**src/rtl/ch9350_report_pkg.sv**
```systemverilog
// Shared constants and state encoding for the CH9350 keyboard frame parser.
`timescale 1ns/1ps
package ch9350_report_pkg;

  localparam logic [7:0] HDR0_BYTE    = 8'h57;
  localparam logic [7:0] HDR1_BYTE    = 8'hAB;
  localparam logic [7:0] CMD_KEYB     = 8'h88;
  localparam logic [7:0] LEN_KEYB     = 8'h0B;
  localparam int         REPORT_BYTES = 8;

  typedef enum logic [2:0] {
    ST_HDR0,
    ST_HDR1,
    ST_CMD,
    ST_LEN,
    ST_TYPE,
    ST_REP,
    ST_SERIAL,
    ST_CSUM
  } state_t;

endpackage

```
**src/rtl/ch9350_report_if.sv**
```systemverilog
// Byte-stream input, report output and debug strobes of the CH9350 frame parser.
`timescale 1ns/1ps
interface ch9350_report_if;

  logic [7:0]  i_byte;
  logic        i_byte_valid;
  logic        o_byte_ready;
  logic [63:0] o_report;
  logic        o_report_valid;
  logic        i_report_ready;
  logic        o_err_frame;
  logic        o_err_sum;
  logic        o_overrun;

  // The parser side.
  modport slave (
    input  i_byte, i_byte_valid, i_report_ready,
    output o_byte_ready, o_report, o_report_valid,
    output o_err_frame, o_err_sum, o_overrun
  );

  // The UART receiver / keymap side.
  modport master (
    output i_byte, i_byte_valid, i_report_ready,
    input  o_byte_ready, o_report, o_report_valid,
    input  o_err_frame, o_err_sum, o_overrun
  );

endinterface

```
**src/rtl/ch9350_report.sv**
```systemverilog
// Validates CH9350 keyboard status frames and holds the last good HID boot
// report in a single-entry valid/ready register.
`timescale 1ns/1ps
module ch9350_report
  import ch9350_report_pkg::*;
#(
    parameter int GAP_CYCLES = 12000
) (
    input  logic           i_clk,
    input  logic           i_rst,
    ch9350_report_if.slave bus
);

    localparam int TW = $clog2(GAP_CYCLES + 1);

    state_t        state;
    logic [63:0]   staging;
    logic [7:0]    sum;
    logic [2:0]    rep_idx;
    logic [TW-1:0] gap_cnt;
    logic [63:0]   report;
    logic          report_valid;
    logic          err_frame;
    logic          err_sum;
    logic          overrun;

    logic accept;
    logic handshake;
    logic commit;
    logic gap_hit;

    // The parser never stalls, so every valid byte is an accepted byte.
    assign accept    = bus.i_byte_valid;
    assign handshake = report_valid & bus.i_report_ready;
    assign commit    = accept && (state == ST_CSUM) && (bus.i_byte == sum);
    assign gap_hit   = (gap_cnt == TW'(GAP_CYCLES - 1));

    // NOTE: all state lives in one clocked block with non-blocking assignments,
    // so every read below sees the pre-edge value regardless of statement order.
    always_ff @(posedge i_clk) begin
        if (i_rst) begin
            state        <= ST_HDR0;
            staging      <= '0;
            sum          <= '0;
            rep_idx      <= '0;
            gap_cnt      <= '0;
            report       <= '0;
            report_valid <= 1'b0;
            err_frame    <= 1'b0;
            err_sum      <= 1'b0;
            overrun      <= 1'b0;
        end else begin
            err_frame <= 1'b0;
            err_sum   <= 1'b0;
            overrun   <= 1'b0;

            if (accept) begin
                gap_cnt <= '0;
                unique case (state)
                    ST_HDR0: if (bus.i_byte == HDR0_BYTE) state <= ST_HDR1;
                    ST_HDR1: begin
                        if (bus.i_byte == HDR1_BYTE)      state <= ST_CMD;
                        else if (bus.i_byte != HDR0_BYTE) state <= ST_HDR0;
                    end
                    ST_CMD: begin
                        if (bus.i_byte == CMD_KEYB) begin
                            state <= ST_LEN;
                        end else begin
                            state     <= ST_HDR0;
                            err_frame <= 1'b1;
                        end
                    end
                    ST_LEN: begin
                        if (bus.i_byte == LEN_KEYB) begin
                            state   <= ST_TYPE;
                            sum     <= '0;
                            rep_idx <= '0;
                        end else begin
                            state     <= ST_HDR0;
                            err_frame <= 1'b1;
                        end
                    end
                    ST_TYPE: state <= ST_REP;
                    ST_REP: begin
                        // Byte R0 ends up in the top byte after eight shifts.
                        staging <= {staging[55:0], bus.i_byte};
                        sum     <= sum + bus.i_byte;
                        rep_idx <= rep_idx + 3'd1;
                        if (rep_idx == 3'(REPORT_BYTES - 1)) state <= ST_SERIAL;
                    end
                    ST_SERIAL: state <= ST_CSUM;
                    ST_CSUM: begin
                        if (bus.i_byte != sum) err_sum <= 1'b1;
                        state <= ST_HDR0;
                    end
                    default: state <= ST_HDR0;
                endcase
            end else if (state != ST_HDR0) begin
                if (gap_hit) begin
                    state     <= ST_HDR0;
                    gap_cnt   <= '0;
                    err_frame <= 1'b1;
                end else begin
                    gap_cnt <= gap_cnt + 1'b1;
                end
            end

            // A commit wins over a same-cycle handshake: the new report replaces
            // the consumed one without counting as an overrun.
            if (commit) begin
                report       <= staging;
                report_valid <= 1'b1;
                overrun      <= report_valid & ~bus.i_report_ready;
            end else if (handshake) begin
                report_valid <= 1'b0;
            end
        end
    end

    assign bus.o_byte_ready   = 1'b1;
    assign bus.o_report       = report;
    assign bus.o_report_valid = report_valid;
    assign bus.o_err_frame    = err_frame;
    assign bus.o_err_sum      = err_sum;
    assign bus.o_overrun      = overrun;

endmodule

```
**src/flat_wrapper.sv**
```systemverilog
// flat-port wrapper written by rule: the top's interface ports become plain ports
module ch9350_report_flat import ch9350_report_pkg::*;
#(
    parameter int GAP_CYCLES = 12000
)
  (i_clk, i_rst, bus_i_byte, bus_i_byte_valid, bus_i_report_ready, bus_o_byte_ready, bus_o_report, bus_o_report_valid, bus_o_err_frame, bus_o_err_sum, bus_o_overrun);
  ch9350_report_if bus_i ();
  input  logic i_clk;
  input  logic i_rst;
  input wire logic [$bits(bus_i.i_byte)-1:0] bus_i_byte;
  input wire logic [$bits(bus_i.i_byte_valid)-1:0] bus_i_byte_valid;
  input wire logic [$bits(bus_i.i_report_ready)-1:0] bus_i_report_ready;
  output wire logic [$bits(bus_i.o_byte_ready)-1:0] bus_o_byte_ready;
  output wire logic [$bits(bus_i.o_report)-1:0] bus_o_report;
  output wire logic [$bits(bus_i.o_report_valid)-1:0] bus_o_report_valid;
  output wire logic [$bits(bus_i.o_err_frame)-1:0] bus_o_err_frame;
  output wire logic [$bits(bus_i.o_err_sum)-1:0] bus_o_err_sum;
  output wire logic [$bits(bus_i.o_overrun)-1:0] bus_o_overrun;
  assign bus_i.i_byte = bus_i_byte;
  assign bus_i.i_byte_valid = bus_i_byte_valid;
  assign bus_i.i_report_ready = bus_i_report_ready;
  assign bus_o_byte_ready = bus_i.o_byte_ready;
  assign bus_o_report = bus_i.o_report;
  assign bus_o_report_valid = bus_i.o_report_valid;
  assign bus_o_err_frame = bus_i.o_err_frame;
  assign bus_o_err_sum = bus_i.o_err_sum;
  assign bus_o_overrun = bus_i.o_overrun;
  ch9350_report #(.GAP_CYCLES(GAP_CYCLES)) u_core (.i_clk(i_clk), .i_rst(i_rst), .bus(bus_i));
endmodule
```
**config.mk**
```make
export PLATFORM = sky130hd
export DESIGN_NAME = ch9350_report_flat
export DESIGN_NICKNAME = d
export VERILOG_FILES = /design/src/rtl/ch9350_report_pkg.sv /design/src/rtl/ch9350_report_if.sv /design/src/rtl/ch9350_report.sv /design/src/flat_wrapper.sv
export SDC_FILE = /design/constraint.sdc
export NUM_CORES = 1
export LEC_CHECK = 0
export ABC_AREA = 1
export BUFFER_PORTS_ARGS = -buffer_cell sky130_fd_sc_hd__buf_4
export CORE_MARGIN = 3
export CORE_UTILIZATION = 35
export CTS_CLUSTER_DIAMETER = 50
export DETAILED_ROUTE_END_ITERATION = 7
export GPL_TIMING_DRIVEN = 0
export MAX_ROUTING_LAYER = met4
export PLACE_DENSITY = 0.63
export SYNTH_ARGS = -nofsm -noshare
export SYNTH_HDL_FRONTEND = slang
export SYNTH_SLANG_ARGS = --single-unit
```
**constraint.sdc**
```tcl
create_clock -name i_clk -period 3.7 [get_ports i_clk]
set_input_delay 0.37 -clock i_clk [delete_from_list [all_inputs] [get_ports i_clk]]
set_output_delay 0.37 -clock i_clk [all_outputs]
set_load 0.02 [all_outputs]
```
==> out/qor.csv <==
metric,value,unit
setup tns final,0,ns
share of layout cells above drive strength 1,15.7,%
post-detailed-route count of antenna-violating nets,0,
first-pass GRT wire length,28300,microns
max-slew headroom at the worst pin,59.2,%
starting utilization of the core area,35.9,%
number of buffers created by CTS,17,
run status,"finished, final reports clean",
final slew viol count,0,
detailed-route via count,5977,
pin count of the biggest net entering global routing,17,
area of the mapped netlist,0.00650,sq mm
switching pwr,1.01,mW
number of primary I/O pins,81,
Setup Crit Path Kind,reg -> reg,
total routed wirelength,17600,microns
level count of the clock H-tree,4,
"Data arrival, critical path",2.40,ns
clock period minus final worst setup slack,2.11,ns
syn avg cell area,7.74,sq um
Fmax achieved,474,MHz
Hold Buf Count CTS,0,
most instantiated flip-flop cell in the synthesis netlist,dfxtp_1,
Synth warnings,0,
net count of the mapped netlist,863,
worst slack at placement,1.38,ns
layout-stage area growth over the synthesis result,22.6,%
TritonCTS clock tree,done,
placeable core region,0.0181,sq mm
average wire per cell in the routed design,15.0,microns
GRT overflow,0,
Tightest Pin Transition,0.612,ns
number of different library cells in the post-synthesis netlist,29,
Post-route DRC,0,
maximum ir drop on the vdd rail,0.384,mV
length of the first detailed-routing pass in iterations,5,
Setup WS post-layout,1.59,ns
cell depth of the worst flop-to-flop path,9,
number of stages on the worst hold path,3,
power per standard cell area,494,mW/mm^2
"FFs w/ async S/R, synth",0,%
Static Leakage,3.13,nW
portion of the post-synthesis area used by sequential elements,49.3,%
Cell Int Power,2.93,mW
clock-pin slew reported for the worst setup and hold paths after clock tree synthesis,0.06,ns
"Gates resized, CTS repair",0,
Final Hold Violating Endpoints,0,
# clock sinks,160,
FF-to-FF End,u_core.bus.o_report[11],
data required time of the critical path,3.99,ns
worst-case hold path end point,u_core.bus.o_overrun,
Worst Skew,0.0103,ns
worst hold-check path type,in -> reg,
Hold Worst Slack,0.212,ns
number of vias per cell after detailed routing,5.07,
clock root buffer,clkbuf_16,
share of power burned in combinational logic,9.0,%
"Setup violations, final",0,
FF-to-FF setup slack,1.59,ns
deepest clock path buffer count,2,
Post-Syn Instances,840,
"Net count, final",959,
maximum fanout count along the critical path,10,
final worst-path cycle share,57.0,%
global placer's final weighted congestion,0.856,
clock latency reported for the late side of the worst-skew pair,0.43,ns
number of flops mapped to enable cells by yosys,0,
share of power burned in registers,45.8,%
number of port buffers,77,
number of antenna violations at the first check in global routing,0,
share of total power in the clock network,45.2,%
num rows,49,
final core utilization,44.1,%
overall fraction of global-route tracks in use,18.0,%
number of max-cap violations,0,
overall die width,142,microns
Switching Share,25.6,%
startpoint type of the worst setup path,flop,
setup repair bufs after CTS,0,
unrepaired setup endpoints after global routing,no,
die outline area,0.0202,sq mm
startpoint of the most critical setup path,u_core.sum[2],
startpoint of the lowest-slack hold path,bus_i_report_ready,
ANT cells,0,
vertical die dimension,142,microns
half-perimeter wire length of the detailed placement result,12600,microns
vias in the first global route,5410,
R2R Path Start,u_core.sum[2],
#FFs+latches synth,160,
number of DRC markers in iteration 0,467,
type of destination of the critical path,flop,
[cell usage in the layout, fill, tap and decap left out]
| cell type | n |
|---|---|
| a21o_1 | 2 |
| a21oi_1 | 148 |
| a31oi_1 | 1 |
| a41oi_1 | 1 |
| buf_2 | 18 |
| buf_4 | 88 |
| buf_6 | 1 |
| bufinv_16 | 2 |
| clkbuf_1 | 33 |
| clkbuf_16 | 17 |
| clkbuf_8 | 3 |
| clkinv_2 | 1 |
| clkinv_4 | 6 |
| clkinvlp_4 | 2 |
| conb_1 | 1 |
| dfxtp_1 | 160 |
| fa_1 | 1 |
| ha_1 | 10 |
| inv_1 | 64 |
| inv_2 | 3 |
| nand2_1 | 154 |
| nand3_1 | 34 |
| nand3b_1 | 1 |
| nand4_1 | 69 |
| nor2_1 | 41 |
| nor2_2 | 1 |
| nor2_4 | 1 |
| nor3_1 | 6 |
| nor3_2 | 2 |
| o211a_1 | 1 |
| o21ai_0 | 71 |
| o21ai_1 | 1 |
| or2_2 | 3 |
| xnor2_2 | 1 |
| xor2_1 | 1 |
[registers in the layout, summed over array words and instances, names as in the netlist]
name / count
u_core.bus.o_err_frame: 1
u_core.bus.o_err_sum: 1
u_core.bus.o_overrun: 1
u_core.bus.o_report: 64
u_core.bus.o_report_valid: 1
u_core.gap_cnt: 14
u_core.rep_idx: 3
u_core.staging: 64
u_core.state: 3
u_core.sum: 8
[power groups by stage]
stage	Clock, mW	Combinational (mW)	Sequential [mW]
floorplan	0	0.262	1.83
global placement	0	0.348	1.84
detailed placement	0	0.351	1.84
CTS	1.80	0.353	1.80
global route	1.89	0.404	1.81
finish	1.78	0.354	1.80
[cells in the mapped netlist, types with 2 or more instances]
library cell  instances  area (sq um)
buf_2                18          90.1
nand3_1              34           170
a21o_1                2          15.0
nand2_1             154           578
a21oi_1             148           741
nand4_1              69           432
nor3_2                2          20.0
or2_2                 3          18.8
inv_1                64           240
ha_1                 10           125
buf_4                11          82.6
clkbuf_1             32           120
o21ai_0              71           355
inv_2                 3          11.3
dfxtp_1             160          3200
nor2_1               41           154
nor3_1                6          30.0
[critical path, stage by stage (launching register included)]
cell and delay (ns):
dfxtp_1 0.31, ha_1 0.34, nor2_1 0.12, nand3_1 0.08, nor3_2 0.25, nand3_1 0.25
buf_4 0.27, buf_2 0.20, nand2_1 0.07, a21oi_1 0.06
[cells by family (layout without fill, tap and decap cells)]
| logic type | count (synthesis) | in the layout | share of synthesized area, % |
|---|---|---|---|
| and+or+nand+nor | 312 | 312 | 22.0 |
| AOI/OAI and AO/OA | 225 | 225 | 17.6 |
| DFF | 160 | 160 | 49.3 |
| buffers and inverters | 129 | 238 | 8.55 |
| adders and majority gates | 11 | 11 | 2.23 |
| xor gates and xnor gates | 2 | 2 | 0.385 |
| other | 1 | 1 | 0.0577 |
[how the worst max path moves through the flow]
| stage | to | slack [ns] | depth (start not counted) |
|---|---|---|---|
| 2_1_floorplan | u_core.bus.o_report[10] | 1.97 | 9 |
| 3_3_place_gp | u_core.bus.o_report[11] | 1.39 | 10 |
| 3_5_place_dp | u_core.bus.o_report[10] | 1.38 | 10 |
| 4_1_cts | u_core.bus.o_report[15] | 1.60 | 9 |
| 5_1_grt | u_core.bus.o_report[34] | 1.42 | 9 |
| 6_report | u_core.bus.o_report[11] | 1.59 | 9 |
[layout make-up]
cell class	count	area [sq um]
plain buffers	62	304
clock buffers	21	470
clock inverters	11	133
fillers	1844	10100
inverters	67	251
multi-input cells	551	2740
flip-flops and latches	160	3200
well taps	229	287
repair buffers	77	578
[stage by stage]
| stage | instances | cell area (sq um) | power [mW] |
|---|---|---|---|
| detailed placement | 1146 | 7370 | 2.19 |
| global route | 1178 | 7970 | 4.10 |
| floorplan | 840 | 6500 | 2.09 |
| finish | 1178 | 7970 | 3.94 |
| global placement | 1146 | 7370 | 2.19 |
| CTS | 1178 | 7970 | 3.96 |
[layer usage]
metal / global-route usage, % / share of wire (%)
met1: 26.5 / 52
met3: 3.80 / 4.5
met5: - / 0
met2: 24.9 / 43
met4: 4.70 / 1.2
Power figures use the tool's default switching activity.
